`src/rtl/dmem_lsu.sv`:
```
// dmem_lsu: MEM-stage load/store unit in front of a word-wide data memory.
// Steers store lanes, extends load data, checks alignment, bounds response wait.
module dmem_lsu #(
  parameter int TIMEOUT_CYCLES = 255
) (
  input  logic        clk,
  input  logic        rst,
  input  logic        req_read,
  input  logic        req_write,
  input  logic [2:0]  funct3,
  input  logic [31:0] addr,
  input  logic [31:0] store_data,
  output logic        stall,
  output logic        done,
  output logic        err,
  output logic [31:0] load_data,
  output logic        dmem_read,
  output logic        dmem_write,
  output logic [31:0] dmem_address,
  output logic [31:0] dmem_wdata,
  output logic [3:0]  dmem_wmask,
  input  logic [31:0] dmem_rdata,
  input  logic        dmem_resp
);

  typedef enum logic [1:0] {
    IDLE,
    BUSY,
    DONE
  } state_t;

  localparam int CW =
    (TIMEOUT_CYCLES > 1) ? $clog2(TIMEOUT_CYCLES) : 1;
  localparam logic [CW-1:0] LAST =
    (TIMEOUT_CYCLES > 0) ? CW'(TIMEOUT_CYCLES - 1) : '0;

  state_t        state;
  state_t        state_nxt;
  logic          req;
  logic          bad;
  logic          tmo;
  logic [CW-1:0] cnt;
  logic [2:0]    f3_q;
  logic [1:0]    lane_q;
  logic          wr_q;
  logic [3:0]    mask_nxt;
  logic [31:0]   wdata_nxt;
  logic [7:0]    rd_byte;
  logic [15:0]   rd_half;
  logic [31:0]   ext;

  assign req   = req_read | req_write;
  assign done  = (state == DONE);
  assign stall = !rst &&
    (((state == IDLE) && req) || (state == BUSY));

  assign tmo = (TIMEOUT_CYCLES != 0) && (cnt == LAST);

  // A write request wins, so legality is judged on store rules then.
  always_comb begin
    bad = 1'b0;
    if (req_write) begin
      unique case (1'b1)
        funct3 > 3'd2:     bad = 1'b1;
        funct3 == 3'b001:  bad = addr[0];
        funct3 == 3'b010:  bad = |addr[1:0];
        default:           bad = 1'b0;
      endcase
    end else begin
      unique case (1'b1)
        funct3 == 3'b011:      bad = 1'b1;
        funct3[2:1] == 2'b11:  bad = 1'b1;
        funct3[1:0] == 2'b01:  bad = addr[0];
        funct3 == 3'b010:      bad = |addr[1:0];
        default:               bad = 1'b0;
      endcase
    end
  end

  always_comb begin
    mask_nxt  = 4'b0000;
    wdata_nxt = 32'h0;
    if (req_write) begin
      unique case (funct3[1:0])
        2'b00: begin
          mask_nxt  = 4'b0001 << addr[1:0];
          wdata_nxt = {4{store_data[7:0]}};
        end
        2'b01: begin
          mask_nxt  = 4'b0011 << {addr[1], 1'b0};
          wdata_nxt = {2{store_data[15:0]}};
        end
        default: begin
          mask_nxt  = 4'b1111;
          wdata_nxt = store_data;
        end
      endcase
    end
  end

  always_comb begin
    rd_byte = dmem_rdata[{lane_q, 3'b000} +: 8];
    rd_half = dmem_rdata[{lane_q[1], 4'b0000} +: 16];
    ext     = dmem_rdata;
    unique case (f3_q)
      3'b000:  ext = {{24{rd_byte[7]}}, rd_byte};
      3'b100:  ext = {24'h0, rd_byte};
      3'b001:  ext = {{16{rd_half[15]}}, rd_half};
      3'b101:  ext = {16'h0, rd_half};
      default: ext = dmem_rdata;
    endcase
    if (wr_q) ext = 32'h0;
  end

  always_comb begin
    state_nxt = state;
    unique case (state)
      IDLE: if (req) state_nxt = bad ? DONE : BUSY;
      BUSY: if (dmem_resp || tmo) state_nxt = DONE;
      DONE: state_nxt = IDLE;
      default: state_nxt = IDLE;
    endcase
  end

  always_ff @(posedge clk) begin
    if (rst) state <= IDLE;
    else     state <= state_nxt;
  end

  always_ff @(posedge clk) begin
    if (rst) begin
      dmem_read    <= 1'b0;
      dmem_write   <= 1'b0;
      dmem_address <= 32'h0;
      dmem_wdata   <= 32'h0;
      dmem_wmask   <= 4'b0000;
      load_data    <= 32'h0;
      err          <= 1'b0;
      cnt          <= '0;
      f3_q         <= 3'b000;
      lane_q       <= 2'b00;
      wr_q         <= 1'b0;
    end else begin
      unique case (state)
        IDLE: begin
          if (req && bad) begin
            err       <= 1'b1;
            load_data <= 32'h0;
          end else if (req) begin
            dmem_address <= {addr[31:2], 2'b00};
            dmem_read    <= !req_write;
            dmem_write   <= req_write;
            dmem_wmask   <= mask_nxt;
            dmem_wdata   <= wdata_nxt;
            f3_q         <= funct3;
            lane_q       <= addr[1:0];
            wr_q         <= req_write;
            cnt          <= '0;
          end
        end
        BUSY: begin
          // A response in the timeout cycle still completes normally.
          if (dmem_resp) begin
            dmem_read  <= 1'b0;
            dmem_write <= 1'b0;
            load_data  <= ext;
            err        <= 1'b0;
          end else if (tmo) begin
            dmem_read  <= 1'b0;
            dmem_write <= 1'b0;
            load_data  <= 32'h0;
            err        <= 1'b1;
          end else begin
            cnt <= cnt + 1'b1;
          end
        end
        default: err <= 1'b0;
      endcase
    end
  end

endmodule

```
`config.mk`:
```
export PLATFORM = sky130hd
export DESIGN_NAME = dmem_lsu
export DESIGN_NICKNAME = d
export VERILOG_FILES = /design/src/rtl/dmem_lsu.sv
export SDC_FILE = /design/constraint.sdc
export NUM_CORES = 1
export LEC_CHECK = 0
export ABC_AREA = 1
export BUFFER_PORTS_ARGS = -buffer_cell sky130_fd_sc_hd__buf_2
export CORE_AREA = 2 2 104 116
export DETAILED_ROUTE_END_ITERATION = 10
export DIE_AREA = 0 0 106 118
export PLACE_DENSITY = 0.8
export REMOVE_ABC_BUFFERS = 1
export SYNTH_ARGS = -nofsm -noshare
export SYNTH_HDL_FRONTEND = slang
export SYNTH_SLANG_ARGS = --single-unit
```
`constraint.sdc`:
```
create_clock -name clk -period 1.7 [get_ports clk]
set_input_delay 0.255 -clock clk [delete_from_list [all_inputs] [get_ports clk]]
set_output_delay 0.255 -clock clk [all_outputs]
set_load 0.01 [all_outputs]
```
==> results of run 1 <==
==> cell type report <==
cell class	instances	area, sq um	area share
multi-input cells	627	2796	0.3742
clock buffers	17	425.4	0.05693
inverters	57	214.0	0.02863
clock inverters	15	171.4	0.02294
flip-flops and latches	117	2346	0.3140
well taps	150	187.7	0.02512
repair buffers	239	1331	0.1782
==> registers in the layout (all words and copies together) (netlist names) <==
signal / cells
dmem_address: 30
dmem_write: 1
load_data: 32
f3_q: 3
cnt: 8
state: 2
dmem_read: 1
err: 1
dmem_wmask: 4
lane_q: 2
dmem_wdata: 32
wr_q: 1
==> cells in the mapped netlist <==
library cell,number
nand2_1,309
a21oi_1,134
dfxtp_1,117
nor2_1,92
inv_1,51
o21ai_0,29
nand3_1,22
clkbuf_1,20
buf_2,15
buf_6,10
nor3_1,9
o211ai_1,8
inv_2,5
nand2_2,4
buf_4,3
nand4_1,3
ha_1,2
nand2_4,2
nor2_2,2
a21boi_2,1
buf_8,1
clkinv_1,1
conb_1,1
nand2_8,1
nand3_2,1
nand3b_1,1
nor2_4,1
nor2_8,1
o21ai_1,1
or2_2,1
==> layer usage <==
layer  vias up  part of all wire
met5         -                 0
met4         0             0.016
met3        26             0.094
met2       271              0.49
met1      2765              0.40
li1       3112                 -
==> worst max-delay path by stage <==
stage,slack (ps),start,depth (start not counted),to
4_1_cts,5,state[0]$_SDFFE_PP0P_,6,stall
6_report,100,state[0]$_SDFFE_PP0P_,6,stall
3_3_place_gp,110,req_write,8,load_data[4]$_SDFFE_PP0P_
3_5_place_dp,80,req_write,7,load_data[18]$_SDFFE_PP0P_
5_1_grt,-20,cnt[1]$_SDFFE_PP0P_,10,dmem_write$_SDFFE_PP0P_
2_1_floorplan,-260,f3_q[1]$_SDFFE_PP0P_,7,load_data[16]$_SDFFE_PP0P_
==> critical path, cell delays in order, from the launching register on <==
cell     delay (ps)
dfxtp_4         370
nor2_4          120
inv_1            80
nor2_4          110
nor2_1           50
nor2_1           70
buf_2           130
==> stage by stage <==
| step | instance area (sq um) | std cells | worst slack (ps) | util | setup TNS, ps |
|---|---|---|---|---|---|
| finish | 7472 | 1222 | 97.26 | 0.6591 | 0 |
| floorplan | 5295 | 800 | -262.8 | - | -4600 |
| global route | 7472 | 1222 | -18.30 | 0.6591 | -36.08 |
| CTS | 7391 | 1218 | 5.010 | 0.6519 | 0 |
| global placement | 6784 | 1185 | 107.8 | 0.5984 | 0 |
| detailed placement | 6784 | 1185 | 80.86 | 0.5984 | 0 |
==> timing repair <==
item | 4_1_cts | 5_1_grt
setup buffers | 1 | 3
resized for setup | 1 | 10
setup endpoints to repair | 1 | 40
cloned | 0 | 1
endpoints found under the hold margin | 0 | 0
pin swaps | 1 | 3
==> power by group through the flow <==
stage                     Combinational [mW]  Clock, mW  Sequential, mW
after global routing                    1.58       3.76            2.97
after floorplan                        0.655          0            3.08
final                                   1.42       3.58            2.96
after CTS                               1.35       3.63            2.96
after detailed placement                1.33          0            3.01
after global placement                  1.32          0            3.01
==> cell families (layout without fill, tap and decap cells) <==
logic type,count (synthesis),after routing,synth area share
AND/OR/NAND/NOR,449,450,0.3245
AO/OA/AOI/OAI,173,173,0.1595
flip-flops,117,117,0.4189
buffers and inverters,106,328,0.09196
adder cells (fa/ha/maj),2,2,0.004475
other,1,2,0.0006706
==> out/results.ini, run 1 <==
[status]
status=complete, no violations

[setup_path]
timing.rr.start=state[1]$_SDFFE_PP0P_
critPathCaptureType=output port
worstRegToRegCells=9
worstReg2RegEnd=cnt[6]$_SDFFE_PP0P_
worstSetupPathType=flop to output port
cp-start-kind=flop
cp_max_fo=6
r2r_slack_ps=130
critPathRequiredTime_ps=1440
cp.arrival_ps=1350

[finish]
drive_gt1_frac=0.2761
antennaDiodeCount=0
fillers=1008
final_cell_mix=309 x nand2_1, 205 x buf_2, 133 x a21oi_1
syn_to_final_growth_pct=33.63
final_common_cell=nand2_1
nNetsFinal=1165

[synth]
netlist.area_leader.share=0.4189
ys_ff_latch=117
yosysSeqAreaShare=0.4189
avgSynthCellArea_sq_um=6.594
syn_inst=848
yosysTopAreaCell=dfxtp_1
yosys-top-cells-area=dfxtp_1 42%, nand2_1 21%, a21oi_1 12%
synth_area_sq_um=5592
ys_warn_count=0
synth_cell_types=30

[global_route]
grt_use_met3=0.08084
grtUsageMet2=0.4343
grt_overflow=0
grt_max_degree=51
grtUsageTotal=0.2588
met1_usage=0.3122
first_global_vias=5771
grt_antenna_before_repair=0
top_usage_layer=met2
grt_pass1_wl_um=26540

[power]
p_sw_mw=2.367
combPwrFrac=0.179
clock_power_share=0.450
power_density_nw_per_um2=1066
sw_frac_of_total=0.2973
leakage_nw=3.618
p_int_mw=5.595
power.total_mw=7.962
ir_worst_vdd_mv=0.8627
p_seq_frac=0.372

[detailed_routing]
wl_per_cell_um=13.40
drtIter0Drc=302
antenna_left=0
viasPerCell=5.052
drc=0
vias=6174
wl_um=16380
first_pass_iters=5

[cts]
clock_tree.htree_level_count=4
cts_num_sinks=117
clkSlewWorstSetupHoldPaths_ps=60
clkLatencyLatePin_ps=410
ctsLongestPathBuffers=2
root_buffer=clkbuf_16
cts_buffers=17
hold_buffers=0
cts_tree=yes

[hold_path]
whs_path_depth=3
whs_endpoint=dmem_address[7]$_SDFFE_PP0P_
min_from=addr[7]
hp-class=input port to flop

[sta]
finalSetupViolCount=0
finalMaxSlewViolations=0
hold_ws_ps=83.52
layout_worst_path_cycle_share=0.9428
fin_crit_ps=1603
fmax_mhz=623.9
hold_violations=0
finalClockSkew_ps=6.709

[floorplanning]
fp.dieW_um=106
core-area_sq_um=11340
die_height_um=118
die-area_sq_um=12510
io_pins=209
row_count=41
start_util=0.4932

[placed_design]
place_congestion=0.9031
hpwlAfterDp_um=11280
portBuffers=206

[job]
max-cap-violations=0

No activity file was read; power rests on OpenSTA's default activity.
==> inputs of run 2 (changes only) <==
--- a/config.mk
+++ b/config.mk
@@ -10,7 +10,7 @@
 export CORE_AREA = 2 2 104 116
 export DETAILED_ROUTE_END_ITERATION = 10
 export DIE_AREA = 0 0 106 118
-export PLACE_DENSITY = 0.8
+export PLACE_DENSITY = 0.81
 export REMOVE_ABC_BUFFERS = 1
 export SYNTH_ARGS = -nofsm -noshare
 export SYNTH_HDL_FRONTEND = slang
==> run 2 against run 1 <==
Against the previous run:
- worst hold slack got worse by 1.4 ps
- clock skew rose by 2.4 ps
- register-to-register slack barely moved
- power fell by 2.3%
- global-route usage fell by 0.52 points
- sequential cell count did not move
- highest routed layer unchanged
- first-iteration DRC count rose by 4.6%
- clock-buffer cell count rose by 2
- sequential share of layout area rose by 0.074 points
- setup slack got worse by 37 ps
- largest cell class unchanged
- maximum frequency fell by 2.3%
- critical path depth did not move
==> out/results.ini, run 2 (synthesis gave the netlist of run 1 again) <==
[finish]
top_regs=dmem_wdata x32, load_data x32, dmem_address x30
multi_input_area_sq_um=2770  ; -0.94%
area.sequential_sq_um=2346  ; unchanged
final_cell_mix=309 x nand2_1, 205 x buf_2, 134 x a21oi_1
final_common_cell=nand2_1
antennaDiodeCount=0  ; unchanged
fillers=1041  ; +3.3%
drive_gt1_frac=0.2765  ; +0.0004169
syn_to_final_growth_pct=33.32
nNetsFinal=1167  ; +0.17%
final_util=0.6575  ; -0.001545

[sta]
fmax_mhz=609.9  ; -2.3%
finalSetupViolCount=0  ; unchanged
fin_crit_ps=1640  ; +36.94 ps
finalMaxSlewViolations=0  ; unchanged
hold_violations=0  ; unchanged
tns_ps=0  ; unchanged
layout_worst_path_cycle_share=0.9645  ; +0.02173
finalClockSkew_ps=9.070  ; +2.361 ps

[setup_path]
critPathRequiredTime_ps=1440  ; about the same
critPathTopFamily=flip-flops
cpMaxStageDelayCell=dfxtp_4
cp.buffers_inverters=3  ; +1
critPathCaptureType=output port
cpMostUsedCell=nor2_1
worstSetupPathType=flop to output port
cp_cell_sequence=inv_2 -> nor2_2 -> buf_6 -> nor2_1 -> nor2_1 -> buf_2
cp_max_fo=5  ; -1
cp_slowest_stage_delay_ps=380  ; about the same
cp-start-kind=flop
cp.arrival_ps=1380  ; +30 ps

[floorplanning]
core-area_sq_um=11340  ; unchanged
die-area_sq_um=12510  ; unchanged
fp.dieW_um=106  ; unchanged
die_height_um=118  ; unchanged
start_util=0.4932  ; unchanged
row_count=41  ; unchanged
io_pins=209  ; unchanged

[global_route]
grt_pass1_wl_um=25970  ; -2.1%
first_global_vias=5815  ; +0.76%
grt_antenna_before_repair=0  ; unchanged
grt_overflow=0  ; unchanged
grtUsageTotal=0.2536  ; -0.005235
grt_max_degree=71  ; +39%

[cts]
cts_num_sinks=117  ; unchanged
root_buffer=clkbuf_16
clkLatencyLatePin_ps=410  ; about the same
clock_tree.htree_level_count=4  ; unchanged
cts_tree=yes
clkSlewWorstSetupHoldPaths_ps=60  ; about the same
cts_buffers=17  ; unchanged
hold_buffers=0  ; unchanged
ctsLongestPathBuffers=2  ; unchanged

[detailed_routing]
drtIter0Drc=316  ; +4.6%
vias=6151  ; -0.37%
antenna_left=0  ; unchanged
wl_um=15880  ; -3.0%
viasPerCell=5.025  ; -0.54%
first_pass_iters=4  ; -1
wl_per_cell_um=12.97  ; -3.2%
drc=0  ; unchanged

[power]
sw_frac_of_total=0.2933  ; -0.004008
ir_worst_vdd_mv=0.6460  ; -25%
p_sw_mw=2.282  ; -3.6%
p_int_mw=5.499  ; -1.7%
clock_power_share=0.443  ; -0.007
p_seq_frac=0.380  ; +0.008
power_density_nw_per_um2=1044  ; -2.0%
combPwrFrac=0.177  ; -0.002
power.total_mw=7.782  ; -2.3%
leakage_nw=3.620  ; about the same

[placed_design]
hpwlAfterDp_um=11180  ; -0.85%
portBuffers=206  ; unchanged
place_congestion=0.8694  ; -3.7%

[status]
status=complete, no violations

[job]
max-cap-violations=0  ; unchanged

[hold_path]
hp-class=input port to flop

==> run 2: through the flow <==
stage	worst slack (ps)	area, sq um	instances	hold WS (ps)
5_1_grt	-12.17	7455	1224	71.97
3_3_place_gp	134.1	6799	1187	446.9
4_1_cts	1.270	7397	1220	65.45
3_5_place_dp	99.80	6799	1187	452.3
6_report	60.32	7455	1224	82.14
2_1_floorplan	-262.8	5295	800	324.1
==> run 2: per-layer routing <==
metal / GRT usage / routed length, um / share of wire / up-vias
li1: - / - / - / 3114
met1: 0.2901 / 6392 / 0.40 / 2761
met2: 0.4294 / 7743 / 0.49 / 247
met3: 0.09302 / 1456 / 0.092 / 29
met4: 0.09622 / 287 / 0.018 / 0
met5: 0 / 0 / 0 / -
==> run 2: power groups by stage <==
stage / Sequential [mW] / Combinational (mW) / Clock [mW]
2_1_floorplan: 3.08 / 0.655 / 0
3_3_place_gp: 3.01 / 1.31 / 0
3_5_place_dp: 3.01 / 1.32 / 0
4_1_cts: 2.96 / 1.34 / 3.50
5_1_grt: 2.98 / 1.54 / 3.63
6_report: 2.96 / 1.38 / 3.44
==> run 2: repair_timing <==
action | 4_1_cts | 5_1_grt
gates resized for setup | 5 | 5
pin swaps | 2 | 3
setup buffers | 1 | 4
setup endpoints to repair | 1 | 33
==> run 2: area by class of cell <==
class,count,share of cell area
multi-input cells,626,0.3716
flip-flops and latches,117,0.3147
repair buffers,242,0.1821
clock buffers,19,0.06076
inverters,57,0.02870
well taps,150,0.02518
clock inverters,13,0.01695
==> run 2: path summary, 6_finish.rpt <==
kind                                                 from                            end  slack (ps)  cells after the start
worst min register to register  load_data[0]$_SDFFE_PP0P_      load_data[0]$_SDFFE_PP0P_         460                      2
worst max-delay path                state[0]$_SDFFE_PP0P_                          stall          60                      6
worst min-delay path                             addr[23]  dmem_address[23]$_SDFFE_PP0P_          80                      3
worst max register to register      state[0]$_SDFFE_PP0P_    dmem_wdata[10]$_SDFFE_PP0P_         130                      9
==> run 2: worst reg2reg max path: stages, from the launching register on <==
cell and delay [ps]:
dfxtp_4 370, nor2_4 130, inv_2 60, nor2_4 80, buf_4 140, nand2_8 110, nor2_8 180, buf_12 190
nand2_1 90, a21oi_1 140
